**config.mk**
```make
export PLATFORM = sky130hd
export DESIGN_NAME = vme_rd_burst_mux
export DESIGN_NICKNAME = d
export VERILOG_FILES = /design/src/rtl/vme_rd_burst_mux.sv
export SDC_FILE = /design/constraint.sdc
export NUM_CORES = 1
export LEC_CHECK = 0
export BUFFER_PORTS_ARGS = -buffer_cell sky130_fd_sc_hd__buf_2
export CAP_MARGIN = 10
export CELL_PAD_IN_SITES_DETAIL_PLACEMENT = 0
export CELL_PAD_IN_SITES_GLOBAL_PLACEMENT = 1
export CORE_MARGIN = 5
export CORE_UTILIZATION = 31
export DETAILED_ROUTE_END_ITERATION = 8
export PLACE_DENSITY = 0.86
export SYNTH_ARGS = -nofsm -noshare
export SYNTH_HDL_FRONTEND = slang
export SYNTH_SLANG_ARGS = --single-unit
```
**constraint.sdc**
```tcl
create_clock -name clk -period 3.8 [get_ports clk]
set_input_delay 0 -clock clk [delete_from_list [all_inputs] [get_ports clk]]
set_output_delay 0 -clock clk [all_outputs]
set_load 0.02 [all_outputs]
```
**src/rtl/vme_rd_burst_mux.sv**
```systemverilog
// Registered read-back multiplexer for the VME64x slave register file.
// Bursts over consecutive channel indices with wrap, valid/ready output, abort and out-of-range flagging.
module vme_rd_burst_mux #(
    parameter int              DW          = 8,
    parameter int              NCH         = 8,
    parameter int              SW          = 3,
    parameter int              SEL_REVERSE = 1,
    parameter logic [DW-1:0]   FILL        = {DW{1'b1}}
) (
    input  logic              clk,
    input  logic              reset,
    input  logic [NCH*DW-1:0] din,
    input  logic              rd_req,
    input  logic [SW-1:0]     start_sel,
    input  logic [SW:0]       burst_len,
    input  logic              abort,
    output logic              busy,
    output logic [DW-1:0]     dout,
    output logic              dout_valid,
    input  logic              dout_ready,
    output logic              dout_last,
    output logic              dout_err
);

    localparam int NSLOT = 2 ** SW;

    typedef enum logic {
        IDLE,
        BURST
    } state_t;

    state_t          state, state_nxt;
    logic [SW-1:0]   index, index_nxt;
    logic [SW:0]     remaining, remaining_nxt;
    logic [DW-1:0]   dout_nxt;
    logic            valid_nxt, last_nxt, err_nxt;

    logic [DW-1:0]   slot_data [NSLOT];
    logic [NSLOT-1:0] slot_oor;
    logic [SW-1:0]   load_index, phys;
    logic [DW-1:0]   beat_data;
    logic            beat_err;
    logic            accept, load;

    // Every index slot gets a value; slots with no physical channel read FILL and flag an error.
    for (genvar k = 0; k < NSLOT; k++) begin : g_slot
        if (k < NCH) begin : g_real
            assign slot_data[k] = din[k*DW +: DW];
            assign slot_oor[k]  = 1'b0;
        end else begin : g_fill
            assign slot_data[k] = FILL;
            assign slot_oor[k]  = 1'b1;
        end
    end

    // The first beat uses start_sel directly because index is only loaded on the acceptance edge.
    assign load_index = (state == IDLE) ? start_sel : index;
    assign phys       = (SEL_REVERSE != 0) ? ~load_index : load_index;
    assign beat_data  = slot_data[phys];
    assign beat_err   = slot_oor[phys];

    assign accept = dout_valid & dout_ready;
    assign busy   = (state == BURST);

    always_comb begin
        state_nxt     = state;
        index_nxt     = index;
        remaining_nxt = remaining;
        dout_nxt      = dout;
        valid_nxt     = dout_valid;
        last_nxt      = dout_last;
        err_nxt       = dout_err;
        load          = 1'b0;

        case (state)
            IDLE: begin
                if (rd_req) begin
                    load          = 1'b1;
                    state_nxt     = BURST;
                    index_nxt     = start_sel + 1'b1;
                    remaining_nxt = (burst_len == '0) ? '0 : burst_len - 1'b1;
                end
            end
            BURST: begin
                if (abort) begin
                    state_nxt     = IDLE;
                    valid_nxt     = 1'b0;
                    last_nxt      = 1'b0;
                    remaining_nxt = '0;
                end else if ((!dout_valid || accept) && remaining != '0) begin
                    load          = 1'b1;
                    index_nxt     = index + 1'b1;
                    remaining_nxt = remaining - 1'b1;
                end else if (accept || !dout_valid) begin
                    // Output drained with no beats left: the burst is over.
                    state_nxt = IDLE;
                    valid_nxt = 1'b0;
                    last_nxt  = 1'b0;
                end
            end
            default: state_nxt = IDLE;
        endcase

        if (load) begin
            dout_nxt  = beat_err ? FILL : beat_data;
            err_nxt   = beat_err;
            valid_nxt = 1'b1;
            last_nxt  = (remaining_nxt == '0);
        end
    end

    always_ff @(posedge clk) begin
        if (reset) begin
            state      <= IDLE;
            index      <= '0;
            remaining  <= '0;
            dout       <= FILL;
            dout_valid <= 1'b0;
            dout_last  <= 1'b0;
            dout_err   <= 1'b0;
        end else begin
            state      <= state_nxt;
            index      <= index_nxt;
            remaining  <= remaining_nxt;
            dout       <= dout_nxt;
            dout_valid <= valid_nxt;
            dout_last  <= last_nxt;
            dout_err   <= err_nxt;
        end
    end

endmodule

```
==> Word-level counts from Yosys, hierarchy flattened <==
Memory sizes are Yosys's and may differ from the RTL's.
Index checks and enable logic that the tools add are counted.
{ "totals": {"n_memories": 1, "rom_bits": 8, "in_bits": 76, "word_cells": 61, "output_inout_bits": 12, "ff_bits": 19} }
{ "memory_table": {"columns": ["name", "words", "width", "read_ports", "rd_clocked_by_memory_dff", "wr", "line", "source"], "rows": [
  ["(no name shown)", 8, 1, 1, 0, 0, "60", "assign beat_err = slot_oor[phys];"]
]} }
{ "op_classes": {"muxes": 29, "eq_ne": 4, "reduce_logical": 10, "n_addsub": 4, "bitwise": 4, "n_lt_le_gt_ge": 2} }
{ "op_table": {"columns": ["cell", "count"], "rows": [
  ["8-bit binary-select mux with 3-bit select", 1],
  ["8-bit 2-to-1 mux", 3],
  ["4-bit 2-to-1 mux", 4],
  ["1-bit 2-to-1 mux", 13],
  ["3-bit 2-to-1 mux", 4],
  ["4-bit logical NOT", 2],
  ["4-bit one-hot mux with 2 select lines", 1],
  ["4-bit by 1-bit subtractor with 4-bit output (second input constant)", 2],
  ["3-bit by 1-bit adder with 3-bit output (second input constant)", 2],
  ["3-bit one-hot mux with 2 select lines", 1],
  ["3-bit AND reduction", 2],
  ["4-bit >= comparator (second input constant)", 1],
  ["3-bit by 4-bit < comparator with 1-bit output (second input constant)", 1],
  ["2-bit != test (second input constant)", 2],
  ["3-bit NOT with 4-bit output", 1],
  ["1-bit one-hot mux with 2 select lines", 2],
  ["4-bit nonzero test", 1],
  ["3-bit != test (second input constant)", 1],
  ["3-bit NOT", 1],
  ["3-bit nonzero test", 1],
  ["2-bit by 1-bit != test with 1-bit output (second input constant)", 1],
  ["2-bit nonzero test", 1],
  ["1-bit bitwise AND", 1],
  ["1-bit logical AND", 1],
  ["3 further kinds", 3]
]} }

==> Depth between registers and ports, before layout <==
Gate-level depths: netlist of the first run.
{ "logic_depth": {"depth_word": 8, "ltp_mapped": 10, "ltp_nobuf": 8} }

==> Worst setup path after synthesis of the first run <==
OpenSTA, ideal clock, no wires.
{ "synth_path": {"path_kind": "reg2reg", "start": "register state, in the netlist busy", "end": "register index[2]", "required_ns": 3.730, "n_path_buf": 2, "path_slack_ns": 1.788, "arrival_ns": 1.942, "setup_time_ns": 0.070, "stages_incl_launch_ff": 11, "synth_period_minus_slack_ns": 2.012, "cell_sequence": "dfxtp_1 -> buf_6 -> mux2i_4 -> inv_4 -> buf_2 -> ha_1 -> and3b_1 -> a21oi_1 -> o22ai_1 -> nand2_1 -> a21oi_1"} }
{ "synth_between": {"elab_chain_cells": 3, "elab_cells_between_ends": 6, "cone_classes": "eq/ne: 3; mux: 1; bitwise: 1; reduce/logical: 1"} }
{ "synth_rtl": {"columns": ["element", "line", "source"], "rows": [
  ["from (decl)", "32", "state_t state, state_nxt;"],
  ["from (signal assigned)", "122", "state <= state_nxt;"],
  ["1-bit NOT", null, null],
  ["2-bit != test (no source line)", null, null],
  ["3-bit AND reduction (no source line)", null, null],
  ["to (signal assigned)", "123", "index <= index_nxt;"],
  ["to (decl)", "33", "logic [SW-1:0] index, index_nxt;"]
]} }
Parallel ways exist; a longest one is shown, timed or not.
A chain may end at the register's enable or synchronous reset.

==> Final worst setup path of the first run <==
Same ends and word-level chain as after synthesis.

==> flow_summary.ini, run 1 <==
[run_status]
status = completed

[worst_setup_path]
worstPathRequired_ns = 4.00
cp.arrival_ns = 2.40
cp_num_buf_inv = 1
cp_slowest_stage_delay_ns = 0.73
endpoint_kind = flip-flop
r2r_end = index[2]
cp_slowest_cell = dfxtp_1
crit_chain = mux2i_4 > inv_4 > ha_1 > and3b_1 > a21oi_1 > o22ai_1 > nand2_1 > a21oi_1
path_max_fanout = 33
start_kind = flip-flop
reg2reg_depth = 8
rrSetupSlack_ns = 1.60
worst-setup-path-type = reg -> reg
cp_top_family = flip-flops
crit_path_frequent_cell = a21oi_1
r2r_start = busy
cp_num_cells = 8

[die]
initial_core_util = 0.3205
core_area_um2 = 4723
rows = 25
dieArea_um2 = 6382
io_pins = 88
die_h_um = 79.89
dieWidth_um = 79.89

[detailed_routing]
initialDrtViolationCount = 127
routed_wirelength_mm = 4.808
wire_per_inst_um = 13.10
drc = 0
dr.pass1.iters = 4
drtAntennaViolNets = 0
viasPerCell = 5.027
vias = 1845

[sta]
slew_viol_final = 0
finalSetupViolations = 0
clock_skew_ns = 0.004561
slew-limit-headroom = 0.5081
grt_setup_unrepaired = false
fin_setup_tns_ns = 0
tightest_slew_ns = 0.7335
fin_ws_ns = 1.601
hold_violations = 0
clock.fmax_mhz = 454.7
fin_crit_sh = 0.5787
period_needed_ns = 2.199

[yosys]
ys_warn_count = 0
synth-simple-area-share = 0.3909
synthFlopType = dfxtp_1
synth_xor_area_frac = 0.005785
avgSynthCellArea_um2 = 6.820
ys_ff_latch = 18
post-synth-top-area-cell = dfxtp_1
synth_top_area_share = 0.2380
synth_compound_area_frac = 0.2099
synth_mux_area_frac = 0.06777
synth_area_leaders = dfxtp_1 24%, nand2_1 16%, a21oi_1 6.3%
synthAdderAreaFrac = 0.01653
syn_nets = 300
synth_top_family_by_area = simple AND/OR/NAND/NOR gates
synth_cell_types = 44
synth_edf_count = 0
seq_area_frac_synth = 0.2380
syn_area_um2 = 1514
syn_inst = 222
async_flop_share = 0

[cts]
clk_pin_slew_worst_paths_ns = 0.07
cts_setup_buffers = 0
ctsResizeCount = 0
cts_buffer_depth = 2
cts_root_buf = clkbuf_8
cts.sink_count = 18
clk_latency_ns = 0.26
htree_num_levels = 1
cts_made_buffers = 3
cts_tree = built
postCtsHoldBufs = 0

[pwr]
vdd_drop_max_v = 0.0001007
power_uw = 602.1
leakage_nw = 0.9234
p_per_area_nw_per_um2 = 299.8

[place]
place_hpwl_mm = 3.737
pre_cts_ws_ns = 1.587
gp_congestion = 0.9151
numPortBuffers = 86

[layout]
syn2layout_area_growth_pct = 32.64
final_util = 0.4252
drive_above_1_share = 0.3200
n_antenna_cell = 0
finalNetCount = 379

[run]
drv_cap = 0

[global_routing]
grt_max_degree = 34
grt_first_pass_wirelength_mm = 7.472
groute.usage.overall = 0.1467
grt_pass1_vias = 1670
grt-ovfl-total = 0
antenna_found_initial = 0

[hold_path]
min-delay-start = rd_req
holdPathEnd = busy
hold_depth = 3
hp-class = in -> reg
==> flip-flops by register name (all words and copies together), names as in the netlist <==
name / count
busy: 1
dout: 8
dout_last: 1
dout_valid: 1
index: 3
remaining: 4
==> worst register-to-register path, stage by stage (launching register included) <==
cell,delay (ns)
dfxtp_1,0.73
mux2i_4,0.37
inv_4,0.17
ha_1,0.28
and3b_1,0.21
a21oi_1,0.04
o22ai_1,0.14
nand2_1,0.07
a21oi_1,0.13
==> kinds of logic after synthesis <==
group | after synthesis
AO/OA/AOI/OAI | 49
XOR/XNOR | 1
adder cells (fa/ha/maj) | 2
buffers and inverters | 18
flip-flops | 18
multiplexers | 9
other | 1
AND/OR/NAND/NOR | 124
==> metrics by stage <==
| step | cell area, um2 | instances | hold WS (ns) |
|---|---|---|---|
| after global routing | 2008 | 367 | 0.09877 |
| after global placement | 1953 | 363 | 0.3524 |
| after detailed placement | 1953 | 363 | 0.3554 |
| after CTS | 2008 | 367 | 0.08313 |
| final | 2008 | 367 | 0.08702 |
| after floorplan | 1514 | 222 | 0.1731 |
==> layer usage <==
layer / GRT usage / up-vias / share of wire
met1: 0.1920 / 804 / 0.41
met5: 0 / - / 0
met4: 0.02196 / 0 / 0.0040
li1: - / 952 / -
met3: 0.05756 / 2 / 0.13
met2: 0.2310 / 87 / 0.45
==> layout by cell type (no fill, tap or decap), types with 2 or more instances in the layout <==
master and count:
nor2_1 5, nor2b_1 4, a21oi_1 19, nand2b_1 5, mux2i_1 8, buf_2 86
dfxtp_1 18, nand3_1 19, clkbuf_8 4, ha_1 2, o22ai_1 2, inv_1 4
nor3_1 4, nand2_1 66, nand4_1 10, a32oi_1 8, nor4b_1 2, o21ai_0 8
nand3b_1 2, o21ai_1 2
==> Yosys cell counts, drive strengths merged (2+ instances only) <==
| library cell | instances |
|---|---|
| buf | 12 |
| o22ai | 2 |
| nand4 | 10 |
| nand3 | 19 |
| nor2b | 5 |
| nand3b | 2 |
| dfxtp | 18 |
| nor2 | 5 |
| nand2 | 66 |
| o21ai | 10 |
| a21oi | 19 |
| a31oi | 2 |
| inv | 5 |
| ha | 2 |
| a32oi | 8 |
| nor3 | 4 |
| nand2b | 5 |
| mux2i | 9 |
| nor4b | 2 |
==> power by group <==
| part | switching [mW] | internal (mW) |
|---|---|---|
| combinational | 0.125 | 0.0943 |
| clock | 0.0684 | 0.0923 |
| sequential | 0.0162 | 0.206 |
| total | 0.209 | 0.393 |
==> worst max path at each step <==
stage | start | to | slack, ns
global placement | busy | index[2] | 1.64
floorplan | busy | index[2] | 1.79
detailed placement | busy | index[2] | 1.59
global route | busy | index[2] | 1.39
finish | busy | index[2] | 1.60
CTS | busy | index[2] | 1.58
==> area by class of cell <==
| class | instances | area, um2 |
|---|---|---|
| fill | 505 | 2715 |
| clock buffer | 4 | 55.05 |
| inverter | 5 | 21.27 |
| multi-input combinational | 186 | 1050 |
| tap | 67 | 83.83 |
| timing repair buffer | 87 | 437.9 |
| sequential | 18 | 360.3 |
Note: power is estimated with default switching activity, not from simulation.
==> run 2, diff against run 1 <==
ABC_AREA = 1   (was unset)
CORE_UTILIZATION = 28   (was 31)
PLACE_DENSITY = 0.8   (was 0.86)
clock period = 2.1 ns   (was 3.8 ns; I/O delays follow)
==> run 2 against run 1 <==
Compared with the run above: sequential cell count is the same; register-to-register slack got worse by 1.2 ns; hold slack worse by 0.076 ns; global-route usage grew 0.058 points; critical path depth is 3 higher; critical path type unchanged; critical endpoint is now dout_last; sequential power is 78% higher.
==> flow_summary.ini, run 2 <==
[pwr]
p_per_area_nw_per_um2 = 555.4
vdd_drop_max_v = 0.0002699
leakage_nw = 1.048
power_mw = 1.153

[die]
core_area_um2 = 5405
initial_core_util = 0.2840
dieArea_um2 = 7064
rows = 27
dieWidth_um = 84.05
die_h_um = 84.05
io_pins = 88

[yosys]
syn_inst = 252
yosysMostFrequentCell = nand2_1
avgSynthCellArea_um2 = 6.092
synth_area_leaders = dfxtp_1 23%, nand2_1 12%, o211ai_1 12%
async_flop_share = 0
synth_cell_types = 26
synth_top_area_share = 0.2347
synth_commonest_cells = 48 x nand2_1, 35 x a21oi_1, 30 x inv_1
synthFlopType = dfxtp_1
ys_ff_latch = 18
ys_warn_count = 0
synth_edf_count = 0
seq_area_frac_synth = 0.2347
syn_nets = 330
post-synth-top-area-cell = dfxtp_1
syn_area_um2 = 1535

[global_routing]
grt-ovfl-total = 0
grt_first_pass_wirelength_mm = 8.590
groute.usage.overall = 0.1472
antenna_found_initial = 0
grt_pass1_vias = 1788
grt_max_degree = 51

[worst_setup_path]
cp_num_buf_inv = 3
crit_chain = inv_1 > ha_1 > nand2_1 > nand2_1 > inv_1 > nand2_1 > nand2_1 > inv_1 > nor2_1 > nand3_1 > a21oi_1
cp_slowest_stage_delay_ns = 0.31
worstPathRequired_ns = 2.25
cp_slowest_cell = dfxtp_1
worst-setup-path-type = reg -> reg
cp.arrival_ns = 1.89
cp_top_family = simple AND/OR/NAND/NOR gates
crit_path_frequent_cell = nand2_1
start_kind = flip-flop
path_max_fanout = 12
endpoint_kind = flip-flop

[sta]
hold_violations = 0
period_needed_ns = 1.739
clock.fmax_mhz = 575.0
slew_viol_final = 0
clock_skew_ns = 0.003086
whs_ns = 0.01107
fin_setup_tns_ns = 0
grt_setup_unrepaired = false
finalSetupViolations = 0
fin_crit_sh = 0.8281
fin_ws_ns = 0.3610

[cts]
htree_num_levels = 1
cts_made_buffers = 3
cts_tree = built
cts.sink_count = 18
clk_pin_slew_worst_paths_ns = 0.07
ctsResizeCount = 0
cts_root_buf = clkbuf_8
clk_latency_ns = 0.25
cts_setup_buffers = 0
cts_buffer_depth = 2
postCtsHoldBufs = 0

[detailed_routing]
drc = 0
wire_per_inst_um = 13.32
dr.pass1.iters = 4
initialDrtViolationCount = 73
vias = 1925
drtAntennaViolNets = 0
viasPerCell = 4.765
routed_wirelength_mm = 5.382

[layout]
largest_reg_flops = 8
finalNetCount = 411
design_area_um2 = 2076
syn2layout_area_growth_pct = 35.21
layout_common_cells = 86 x buf_2, 48 x nand2_1, 35 x a21oi_1
final_util = 0.3840
fillers = 618
n_antenna_cell = 0
drive_above_1_share = 0.3042
mostFrequentLayoutCell = buf_2
largestRegisters = dout (8), remaining (4), index (3)
fin_cells = 404
top_register = dout

[place]
numPortBuffers = 86
gp_congestion = 0.8010
postPlaceCellArea_um2 = 2021
pre_cts_ws_ns = 0.3672
dp_cells = 400
place_hpwl_mm = 4.327

[hold_path]
hp-class = in -> reg

[run]
drv_cap = 0

[run_status]
status = completed
-- run 2: cell types whose count changed in the layout (fill, tap and decap cells not counted), sizes merged, moves of 6 or more --
cell / before / now
inv: 5 / 31
o211ai: 1 / 24
o21ai: 10 / 30
a21oi: 19 / 35
nand2: 66 / 50
nand3: 19 / 29
nand4: 10 / 0
mux2i: 9 / 0
a32oi: 8 / 0
nor2: 5 / 11
-- run 2: path summary, 6_finish.rpt --
kind / from / to / slack (ns) / cells after the start
max: remaining[0] / dout_last / 0.36 / 11
min: reset / remaining[0] / 0.01 / 2
max reg2reg: remaining[0] / dout_last / 0.36 / 11
min reg2reg: dout[2] / dout[2] / 0.47 / 2
-- run 2: final cells by class --
| cell class | count | area [um2] | share of cell area |
|---|---|---|---|
| multi-input combinational | 187 | 968.4 | 0.4665 |
| timing repair buffer | 91 | 480.5 | 0.2315 |
| sequential | 18 | 360.3 | 0.1736 |
| inverter | 32 | 121.4 | 0.05847 |
| tap | 72 | 90.09 | 0.04340 |
| clock buffer | 4 | 55.05 | 0.02652 |
-- run 2: layer usage --
layer | wire length (um) | track usage
met1 | 2529 | 0.1978
met2 | 2467 | 0.2396
met3 | 344 | 0.02468
met4 | 41 | 0.04386
met5 | 0 | 0
-- run 2: logic make-up (layout without fill, tap and decap cells) --
group           after synthesis  count (layout)  share of synthesized area
compound gates               92              92                     0.3505
simple gates                 91              91                     0.2559
fa+ha+maj                     2               2                    0.01630
flops                        18              18                     0.2347
other cells                   1               1                   0.002443
xor+xnor                      1               1                   0.005706
buf+inv                      47             127                     0.1345
-- run 2: power by group --
group          switching, mW  leakage [nW]  internal, mW
Sequential            0.0199         0.149         0.375
Combinational          0.278         0.870         0.190
Clock                  0.124        0.0288         0.167
Total                  0.421          1.05         0.732
==> run 3, diff against run 2 <==
ABC_AREA = 0   (was 1)
CORE_UTILIZATION = 29   (was 28)
PLACE_DENSITY = 0.81   (was 0.8)
clock period = 1.6 ns   (was 2.1 ns; I/O delays follow)
==> run 3 against run 2 <==
Compared with the run above: non-clock buffer count rose by 14; clock skew increased by 0.0053 ns; sequential cell count unchanged; first-iteration DRC count shrank 29%; fmax increased by 8.7%; critical path type unchanged; largest power group unchanged; highest routed layer unchanged.
==> flow_summary.ini, run 3 (synthesized netlist as in run 1, its figures left out) <==
[worst_setup_path]
cp-endpoint = remaining[1]
start_kind = flip-flop
cp_slowest_cell = or3b_4
critPathLaunch = remaining[1]
crit_chain = inv_2 > ha_4 > or3b_4 > a21oi_2 > o21ai_1 > o211ai_1 > nor2b_2
path_max_fanout = 6
worstPathRequired_ns = 1.80
cp_slowest_stage_delay_ns = 0.43
r2r_end = remaining[1]
reg2reg_depth = 7
rrSetupSlack_ns = 0.0007
r2r_start = remaining[1]
endpoint_kind = flip-flop
cp.arrival_ns = 1.80
worst-setup-path-type = reg -> reg

[detailed_routing]
dr.pass1.iters = 4
drc = 0
viasPerCell = 5.044
initialDrtViolationCount = 52
routed_wirelength_mm = 5.303
drtAntennaViolNets = 0
wire_per_inst_um = 13.67
vias = 1957

[die]
dieArea_um2 = 6766
io_pins = 88
rows = 26
dieWidth_um = 82.26
initial_core_util = 0.2983
die_h_um = 82.26
core_area_um2 = 5075

[cts]
cts.sink_count = 18
cts_buffer_depth = 2
htree_num_levels = 1
cts_root_buf = clkbuf_8
cts_made_buffers = 3
cts_tree = built
clk_latency_ns = 0.26
clk_pin_slew_worst_paths_ns = 0.07

[layout]
n_antenna_cell = 0
mostFrequentLayoutCell = buf_2
top_register = dout
final_util = 0.4470
fin_cells = 388
fillers = 566
syn2layout_area_growth_pct = 49.84
drive_above_1_share = 0.4057
largest_reg_flops = 8
layout_common_cells = 86 x buf_2, 66 x nand2_1, 18 x a21oi_1, 18 x nand3_1, 15 x dfxtp_1
largestRegisters = dout (8), remaining (4), index (3)
finalNetCount = 397

[place]
dp_cells = 379
gp_congestion = 0.8727
numPortBuffers = 86
place_hpwl_mm = 3.992

[global_routing]
antenna_found_initial = 0
grt-ovfl-total = 0
grt_max_degree = 33
grt_first_pass_wirelength_mm = 8.079
grt_pass1_vias = 1868
groute.usage.overall = 0.1502

[sta]
clock.fmax_mhz = 625.3
fin_setup_tns_ns = 0
grt_setup_unrepaired = true
hold_violations = 0
fin_crit_sh = 0.9996
clock_skew_ns = 0.008432
finalSetupViolations = 0
slew_viol_final = 0
period_needed_ns = 1.599
whs_ns = 0.07540

[pwr]
p_per_area_nw_per_um2 = 679.2
leakage_nw = 1.035
power_mw = 1.541
vdd_drop_max_v = 0.0002578

[hold_path]
hold_depth = 3
hp-class = in -> reg

[run_status]
status = completed

[run]
drv_cap = 0
==> run 3: where the power goes <==
part           switching [mW]  internal [mW]  leakage, nW
Combinational           0.339          0.304        0.856
Sequential             0.0323          0.490        0.150
Clock                   0.156          0.219       0.0288
Total                   0.527           1.01         1.03
==> run 3: worst max-delay path, delay by kind of cell, from the launching register on <==
kind | cells | cell delay [ns]
buf+inv | 1 | 0.06
simple gates | 2 | 0.62
fa+ha+maj | 1 | 0.13
flops | 1 | 0.33
compound gates | 3 | 0.41
==> run 3: cell type report <==
| cell class | instances | area, um2 | share of cell area |
|---|---|---|---|
| Tap cell | 70 | 87.58 | 0.03861 |
| Inverter | 5 | 21.27 | 0.009377 |
| Clock buffer | 4 | 55.05 | 0.02427 |
| Multi-Input combinational cell | 186 | 1124 | 0.4953 |
| Sequential cell | 18 | 366.6 | 0.1616 |
| Timing Repair Buffer | 105 | 614.3 | 0.2708 |
==> run 3: per-layer routing <==
metal  vias up  part of all wire  global-route usage
li1        984                 -                   -
met5         -                 0                   0
met1       873              0.43              0.1937
met4         0            0.0096             0.03654
met3         7             0.086             0.03796
met2        93              0.48              0.2492
==> run 3: what timing repair did <==
item,in CTS,in global routing
hold buffers,0,0
resized for setup,2,18
gates cloned,0,1
setup buffers,1,3
endpoints found under the setup margin,11,13
pin swaps,0,9
==> run 3: worst min-delay path by stage <==
| stage | end | startpoint | slack (ns) |
|---|---|---|---|
| detailed placement | busy | rd_req | 0.35 |
| floorplan | busy | rd_req | 0.16 |
| finish | busy | rd_req | 0.08 |
| global route | busy | rd_req | 0.09 |
| global placement | busy | rd_req | 0.34 |
| CTS | busy | rd_req | 0.07 |
==> run 3: per-stage QoR <==
step	area [um2]	setup WS, ns
4_1_cts	2152	0.004162
3_3_place_gp	2083	0.009487
2_1_floorplan	1536	-0.1994
3_5_place_dp	2083	-0.04299
5_1_grt	2268	-0.1067
6_report	2268	0.0007084
